`src/rtl/hazard_controller.sv`:
```
// ----------------------------------------------------------------------------
// hazard_controller
//
// Pipeline sequencing controller for the 8-bit, 8-register five-stage core.
// Generates the pipeline-register enables, ID/EX bubble and IF/ID flush that
// resolve load-use hazards, multi-cycle multiply occupancy of EX, taken-branch
// squash and the global data-memory freeze. It also keeps saturating
// performance counters and a sticky protocol-error flag.
//
// Parameters:
//   MUL_LAT  cycles a multiply occupies EX (2..15)
//   CNT_W    performance counter width
//
// Ports:
//   clk, rst_n                   clock, synchronous active-low reset
//   mem_stall                    data memory not ready, freezes everything
//   branch_taken                 branch resolved taken in EX
//   id_valid, id_rs, id_rt,
//   id_uses_rs, id_uses_rt,
//   id_is_mul                    ID-stage instruction status
//   ex_valid, ex_memread,
//   ex_regwrite, ex_rd           EX-stage instruction status
//   pc_write, if_id_write        front-end load enables
//   if_id_flush                  clear IF/ID to NOP
//   id_ex_write, id_ex_bubble    ID/EX load enable / load zeroed control
//   mul_busy                     multiply occupying EX
//   stall_count, flush_count     saturating performance counters
//   proto_err                    sticky: branch_taken seen while busy
// ----------------------------------------------------------------------------
module hazard_controller #(
    parameter int unsigned MUL_LAT = 4,
    parameter int unsigned CNT_W   = 16
) (
    input  logic             clk,
    input  logic             rst_n,
    input  logic             mem_stall,
    input  logic             branch_taken,
    input  logic             id_valid,
    input  logic [2:0]       id_rs,
    input  logic [2:0]       id_rt,
    input  logic             id_uses_rs,
    input  logic             id_uses_rt,
    input  logic             id_is_mul,
    input  logic             ex_valid,
    input  logic             ex_memread,
    input  logic             ex_regwrite,
    input  logic [2:0]       ex_rd,
    output logic             pc_write,
    output logic             if_id_write,
    output logic             if_id_flush,
    output logic             id_ex_write,
    output logic             id_ex_bubble,
    output logic             mul_busy,
    output logic [CNT_W-1:0] stall_count,
    output logic [CNT_W-1:0] flush_count,
    output logic             proto_err
);

    typedef enum logic {
        StRun     = 1'b0,
        StMulBusy = 1'b1
    } state_e;

    localparam logic [3:0] McntInit = 4'(MUL_LAT - 1);

    state_e           state_q, state_d;
    logic [3:0]       mcnt_q, mcnt_d;
    logic [CNT_W-1:0] stall_count_q, stall_count_d;
    logic [CNT_W-1:0] flush_count_q, flush_count_d;
    logic             proto_err_q, proto_err_d;

    logic lu;
    logic stall_inc;
    logic flush_inc;

    // r0 is hardwired zero, so a load targeting it never creates a hazard.
    always_comb begin
        lu = id_valid && ex_valid && ex_memread && ex_regwrite && (ex_rd != 3'd0) &&
             ((id_uses_rs && (id_rs == ex_rd)) || (id_uses_rt && (id_rt == ex_rd)));
    end

    always_comb begin
        state_d      = state_q;
        mcnt_d       = mcnt_q;
        stall_inc    = 1'b0;
        flush_inc    = 1'b0;
        proto_err_d  = proto_err_q;
        pc_write     = 1'b1;
        if_id_write  = 1'b1;
        if_id_flush  = 1'b0;
        id_ex_write  = 1'b1;
        id_ex_bubble = 1'b0;

        if (!rst_n) begin
            // Drain the pipeline to NOPs while reset is held.
            pc_write     = 1'b0;
            if_id_write  = 1'b0;
            if_id_flush  = 1'b1;
            id_ex_write  = 1'b1;
            id_ex_bubble = 1'b1;
        end else if (mem_stall) begin
            pc_write     = 1'b0;
            if_id_write  = 1'b0;
            id_ex_write  = 1'b0;
        end else if (state_q == StMulBusy) begin
            pc_write    = 1'b0;
            if_id_write = 1'b0;
            id_ex_write = 1'b0;
            stall_inc   = 1'b1;
            // A branch cannot resolve while EX holds a multiply; flag the source.
            if (branch_taken) begin
                proto_err_d = 1'b1;
            end
            mcnt_d = mcnt_q - 4'd1;
            if (mcnt_q == 4'd1) begin
                state_d = StRun;
            end
        end else if (branch_taken) begin
            // Squash IF/ID and ID/EX; a coincident lu or mul issue is wrong-path.
            pc_write     = 1'b1;
            if_id_flush  = 1'b1;
            id_ex_write  = 1'b1;
            id_ex_bubble = 1'b1;
            flush_inc    = 1'b1;
        end else if (lu) begin
            pc_write     = 1'b0;
            if_id_write  = 1'b0;
            id_ex_write  = 1'b1;
            id_ex_bubble = 1'b1;
            stall_inc    = 1'b1;
        end else if (id_valid && id_is_mul) begin
            // The multiply enters ID/EX on this edge and then holds EX.
            state_d = StMulBusy;
            mcnt_d  = McntInit;
        end
    end

    // Counters saturate at all-ones.
    always_comb begin
        stall_count_d = stall_count_q;
        flush_count_d = flush_count_q;
        if (stall_inc && (stall_count_q != '1)) begin
            stall_count_d = stall_count_q + 1'b1;
        end
        if (flush_inc && (flush_count_q != '1)) begin
            flush_count_d = flush_count_q + 1'b1;
        end
    end

    always_ff @(posedge clk) begin
        if (!rst_n) begin
            state_q       <= StRun;
            mcnt_q        <= 4'd0;
            stall_count_q <= '0;
            flush_count_q <= '0;
            proto_err_q   <= 1'b0;
        end else begin
            state_q       <= state_d;
            mcnt_q        <= mcnt_d;
            stall_count_q <= stall_count_d;
            flush_count_q <= flush_count_d;
            proto_err_q   <= proto_err_d;
        end
    end

    assign mul_busy    = (state_q == StMulBusy);
    assign stall_count = stall_count_q;
    assign flush_count = flush_count_q;
    assign proto_err   = proto_err_q;

endmodule

```
`config.mk`:
```
export PLATFORM = sky130hd
export DESIGN_NAME = hazard_controller
export DESIGN_NICKNAME = d
export VERILOG_FILES = /design/src/rtl/hazard_controller.sv
export SDC_FILE = /design/constraint.sdc
export NUM_CORES = 1
export LEC_CHECK = 0
export ABC_CLOCK_PERIOD_IN_PS = 1600
export BUFFER_PORTS_ARGS = -buffer_cell sky130_fd_sc_hd__buf_2
export CAP_MARGIN = 10
export CORE_MARGIN = 3
export CORE_UTILIZATION = 29
export CTS_BUF_LIST = sky130_fd_sc_hd__clkbuf_8
export DETAILED_ROUTE_END_ITERATION = 7
export SLEW_MARGIN = 0
export SYNTH_ARGS = -nofsm -noshare
export SYNTH_HDL_FRONTEND = slang
export SYNTH_SLANG_ARGS = --single-unit
```
`constraint.sdc`:
```
create_clock -name clk -period 1.6 [get_ports clk]
set_input_delay 0.08 -clock clk [delete_from_list [all_inputs] [get_ports clk]]
set_output_delay 0.08 -clock clk [all_outputs]
set_load 0.05 [all_outputs]
```
==> results.tsv, run 1 <==
metric	value	unit
status	finished with violations	
violations	setup timing	
diodes	0	
clk_latency	290	ps
antenna_left	0	
fin_ws	-60.54	ps
rsz0062_at_grt	true	
synthesis.nets	256	
synthArstFlopShare	0	%
die-area	7830	um2
place_ws	-176.6	ps
finalCriticalPeriod	1661	ps
yosysTopAreaCellShare	38.55	%
wl_per_cell	13.10	um
antenna_found_initial	0	
grt_overflow	0	
grt_usage	13.57	%
clockBufferDepth	2	
drv_cap	0	
rr_startpoint	stall_count[5]	
crit_required	1820	ps
ys_seq_elements	38	
via_per_inst	5.047	
p_leak	1.227	nW
n_fill_cell	639	
yosysTopAreaCell	dfxtp_1	
drt_iter0_markers	55	
hp-start	rst_n	
numCtsBuffers	5	
core_area	6459	um2
cp_max_fo	7	
gp_congestion	0.7551	
numPortBuffers	58	
avgSynthCellArea	8.505	um2
pwr-share-comb	11.8	%
grt_pass1_wl	8.466	mm
synth_edf_count	0	
die_w	88.49	um
dpl-instance-area	2709	um2
powerDensity	686.4	nW/um2
synth_warnings	0	
grt_pass1_vias	1864	
nNetsFinal	350	
internal-power	1.482	mW
layout-drive-gt1-share	47.40	%
drc	0	
sw_frac_of_total	26.07	%
ys_seq_area_share	38.55	%
die_h	88.49	um
dp.cells	388	
hpwl	3.873	mm
peakVddDrop	0.4275	mV
hold_ws	104.9	ps
synthTopCellsByArea	dfxtp_1 39%, xnor2_1 4.9%, xor2_1 4.9%	
layoutNonFillerInstCount	404	
synthFlopType	dfxtp_1	
htree_num_levels	2	
hold_class	in -> reg	
cp-startpoint	stall_count[5]	
wl	5.291	mm
rows	29	
first_pass_iters	4	
syn_area	1973	um2
fmax	0.6022	GHz
synth_cell_types	37	
clk_pin_slew	80	ps
cts_tree	built	
area_growth_syn_to_layout	48.00	%
critPathCaptureType	register	
numClockSinks	38	
crit_arrival	1880	ps
seqPwrFrac	46.5	%
p_clk_share	41.7	%
slew_headroom	67.60	%
critical_path.startpoint_type	register	
syn_inst	232	
start_util	30.55	%
final_cell_area	2920	um2
power.switching	0.5227	mW
period_share	103.8	%
worst_pin_slew	481.9	ps
skew	8.399	ps
tns	-213.0	ps
root_buffer	clkbuf_8	
hold_violations	0	
setup_viol	6	
ctsHoldBuffers	0	
num_vias	2039	
crit_type	reg -> reg	
ioPinCount	59	
slew_violations	0	
grt_max_degree	26	
==> power by group through the flow <==
stage | sequential [mW] | clock, mW | combinational, mW
after floorplan | 0.977 | 0 | 0.128
after global placement | 0.955 | 0 | 0.223
after detailed placement | 0.956 | 0 | 0.227
after CTS | 0.933 | 0.860 | 0.234
after global routing | 0.934 | 0.919 | 0.257
final | 0.933 | 0.835 | 0.237
==> cells in the final DEF (no fill, tap or decap), types with 5 or more instances in the layout <==
cell	n
nor2_1	22
dfxtp_1	6
nand4_1	10
buf_2	58
a21oi_1	12
xnor2_1	11
inv_1	8
o21ai_0	5
dfxtp_2	13
buf_4	34
dfxtp_4	19
o31ai_1	10
nand2_1	18
xor2_1	11
nand3_1	14
o211ai_1	5
and2_1	5
clkbuf_8	5
==> area by class of cell <==
| type | instances | area (um2) | share of cell area [%] |
|---|---|---|---|
| Multi-Input combinational cell | 176 | 1229 | 42.07 |
| Tap cell | 77 | 96.34 | 3.299 |
| Sequential cell | 38 | 848.3 | 29.05 |
| Inverter | 9 | 35.03 | 1.200 |
| Timing Repair Buffer | 96 | 599.3 | 20.52 |
| Clock buffer | 5 | 68.82 | 2.356 |
| Clock inverter | 3 | 43.79 | 1.500 |
==> critical path: stages, from the launching register on <==
cell,delay (ps)
dfxtp_4,350
and4_4,190
nand4_1,120
o21a_1,220
o211ai_4,140
or4_1,420
a21oi_1,150
==> routing by layer <==
layer  part of all wire [%]  GRT usage (%)  wire length [um]  up-vias
met1                     45          17.64              2378      958
met5                      0              0                 0        -
met2                     49          22.03              2607       43
met3                    4.8          3.538               256        5
met4                   0.89          4.258                47        0
li1                       -              -                 -     1033
==> metrics by stage <==
step,total power [mW],utilization (%)
final,2.005,45.21
after global routing,2.109,45.21
after floorplan,1.105,-
after CTS,2.027,44.34
after global placement,1.178,41.94
after detailed placement,1.183,41.94
==> cell families (layout without fill, tap and decap cells) <==
| logic type | Yosys count | count (layout) | share of synthesized area (%) |
|---|---|---|---|
| buffers and inverters | 19 | 113 | 4.312 |
| AND/OR/NAND/NOR | 98 | 98 | 25.18 |
| multiplexers | 4 | 4 | 2.029 |
| flip-flops | 38 | 38 | 38.55 |
| XOR/XNOR | 22 | 22 | 9.765 |
| AO/OA/AOI/OAI | 47 | 48 | 17.63 |
| adder cells (fa/ha/maj) | 4 | 4 | 2.537 |
==> registers in the layout, summed over array words and instances (netlist names) <==
register	count
mcnt_q	4
mul_busy	1
stall_count	16
proto_err	1
flush_count	16
==> worst paths after layout <==
| check | cells past startpoint | slack [ps] | to |
|---|---|---|---|
| max reg2reg | 6 | -60 | stall_count[10] |
| min | 3 | 100 | stall_count[14] |
| max | 6 | -60 | stall_count[10] |
| min reg2reg | 2 | 480 | stall_count[14] |
==> synthesized netlist by cell type (5+ instances only) <==
cell	n
inv_1	8
dfxtp_1	38
nor2_1	23
xnor2_1	11
nand2_1	21
a21oi_1	12
and2_1	6
and4_1	5
nand4_1	10
o31ai_1	10
o21ai_0	7
nand3_1	16
xor2_1	11
o211ai_1	5
clkbuf_1	6
==> timing repair <==
action                     4_1_cts  5_1_grt
cloned                           1        0
buffers inserted                 4        3
setup endpoints to repair        7       23
gates resized for setup          1        9
pin swaps                        5        7
Note: power is estimated with default switching activity, not from simulation.
==> inputs of run 2 (changes only) <==
CORE_UTILIZATION = 48   (was 29)
PLACE_DENSITY = 0.78   (was default)
SLEW_MARGIN = 25   (was 0)
==> results.tsv, run 2 (synthesis results as in run 1) <==
metric	value	unit	change
status	finished with violations		
violations	setup timing		
diodes	0		unchanged
ctsHoldBuffers	0		unchanged
grtUsageMet2	39.03	%	+17 points
hpwl	3.731	mm	-3.7%
grt_max_degree	26		unchanged
clk_pin_slew	70	ps	about the same
critical_path.startpoint_type	register		
hold_depth	4		+1
gp_congestion	0.7996		+5.9%
finalCriticalPeriod	1658	ps	-2.983 ps
htree_num_levels	2		unchanged
nNetsFinal	349		-0.29%
hp-start	mem_stall		
ioPinCount	59		unchanged
wl	5.384	mm	+1.8%
max_stage_delay	450	ps	+30 ps
die-area	4916	um2	-37%
hold_ws	96.14	ps	-8.746 ps
ff2ff_setup_slack	-60	ps	about the same
grt_pass1_wl	8.618	mm	+1.8%
min_to	mul_busy		
antenna_left	0		unchanged
grt_pass1_vias	1964		+5.4%
numCtsBuffers	5		unchanged
peakVddDrop	0.5587	mV	+31%
area_growth_syn_to_layout	47.81	%	
busiest_layer	met2		
numPortBuffers	58		unchanged
crit_arrival	1870	ps	about the same
grt_overflow	0		unchanged
crit_family	simple AND/OR/NAND/NOR gates		
n_fill_cell	272		-57%
root_buffer	clkbuf_8		
powerDensity	618.6	nW/um2	-9.9%
crit_required	1810	ps	about the same
cts_tree	built		
first_pass_iters	4		unchanged
drt_iter0_markers	76		+38%
layout-drive-gt1-share	48.77	%	+1.4 points
crit_slowest_cell	or4_4		
final_common_cell	buf_2		
start_util	51.94	%	+21 points
fin_ws	-57.55	ps	+2.983 ps
setup_viol	5		-1
critPathCaptureType	register		
worst_pin_slew	365.1	ps	-116.8 ps
slew_headroom	75.40	%	+7.8 points
clockBufferDepth	2		unchanged
cp_max_fo	5		-2
grt_use_met1	24.16	%	+6.5 points
antenna_found_initial	0		unchanged
crit_type	reg -> reg		
power	1.804	mW	-10%
num_vias	2077		+1.9%
r2r_cells	6		unchanged
seqCellArea	848.3	um2	unchanged
grt_usage	21.18	%	+7.6 points
skew	6.545	ps	-1.854 ps
clk_latency	290	ps	about the same
die_h	70.12	um	-21%
r2r_end	stall_count[5]		
drc	0		unchanged
drv_cap	0		unchanged
use_met3	4.604	%	+1.1 points
rsz0062_at_grt	true		
multi_input_area	1271	um2	+3.5%
layout.cells.most_common_list	58 x buf_2, 32 x buf_4, 21 x nor2_1		
p_leak	1.245	nW	+1.5%
via_per_inst	5.553		+10%
rows	22		-24%
period_share	103.6	%	-0.19 points
hold_class	in -> reg		
worst-path-buf-inv	0		unchanged
crit_chain	and4_4 -> nand4_1 -> o21a_2 -> o211ai_4 -> or4_4 -> a21oi_2		
wl_per_cell	14.40	um	+9.9%
die_w	70.12	um	-21%
fmax	0.6033	GHz	+0.18%
core_area	3799	um2	-41%
hold_violations	0		unchanged
numClockSinks	38		unchanged
slew_violations	0		unchanged
rr_startpoint	stall_count[5]		
## run 2: cell count changes in the layout (fill, tap and decap cells not counted), moves of 2 or more
| cell | before | now |
|---|---|---|
| nand2_4 | 0 | 2 |
| buf_6 | 3 | 1 |
| buf_8 | 0 | 2 |
| buf_4 | 34 | 32 |
| nand2_1 | 18 | 16 |
## run 2: layer usage
layer / part of all wire, % / vias to the layer above
li1: - / 1027
met1: 42 / 991
met2: 53 / 53
met3: 4.8 / 6
met4: 0.85 / 0
met5: 0 / -
## run 2: where the power goes
part / leakage (nW) / total, mW / internal (mW) / switching, mW
Sequential: 0.328 / 0.936 / 0.925 / 0.0110
Clock: 0.0416 / 0.628 / 0.298 / 0.330
Combinational: 0.875 / 0.240 / 0.0934 / 0.146
Total: 1.25 / 1.80 / 1.32 / 0.488
## run 2: repair_timing
| action | 4_1_cts | 5_1_grt |
|---|---|---|
| buffers inserted | 3 | 2 |
| hold endpoints to repair | 0 | 0 |
| resized for setup | 1 | 22 |
| pin swaps | 1 | 9 |
| endpoints found under the setup margin | 7 | 18 |
| gates cloned | 0 | 2 |
## run 2: worst reg2reg max path: stages, from the launching register on
cell      delay [ps]
dfxtp_4          340
and4_4           200
nand4_1          130
o21a_2           210
o211ai_4         110
or4_4            450
a21oi_2          150
## run 2: area by class of cell
type	count	area share [%]
multi-input combinational	176	43.59
sequential	38	29.09
timing repair buffer	95	21.15
clock buffer	5	2.360
tap	48	2.059
inverter	9	1.201
clock inverter	3	0.5577
## run 2: how the worst max path moves through the flow
stage / from / to / cells after the start
floorplan: mul_busy / pc_write / 3
global placement: ex_rd[0] / stall_count[5] / 7
detailed placement: ex_rd[0] / stall_count[5] / 8
CTS: stall_count[8] / stall_count[9] / 6
global route: stall_count[5] / stall_count[5] / 6
finish: stall_count[5] / stall_count[5] / 6
## run 2: metrics by stage
stage / setup slack (ps) / util, % / area, um2 / cells / setup TNS, ps
3_5_place_dp: -163.0 / 70.36 / 2673 / 359 / -1308
6_report: -57.55 / 76.78 / 2917 / 374 / -88.70
2_1_floorplan: -17.95 / - / 2146 / 232 / -17.95
5_1_grt: -117.7 / 76.78 / 2917 / 374 / -966.0
4_1_cts: -21.37 / 73.29 / 2784 / 370 / -21.37
3_3_place_gp: -58.04 / 70.36 / 2673 / 359 / -275.0
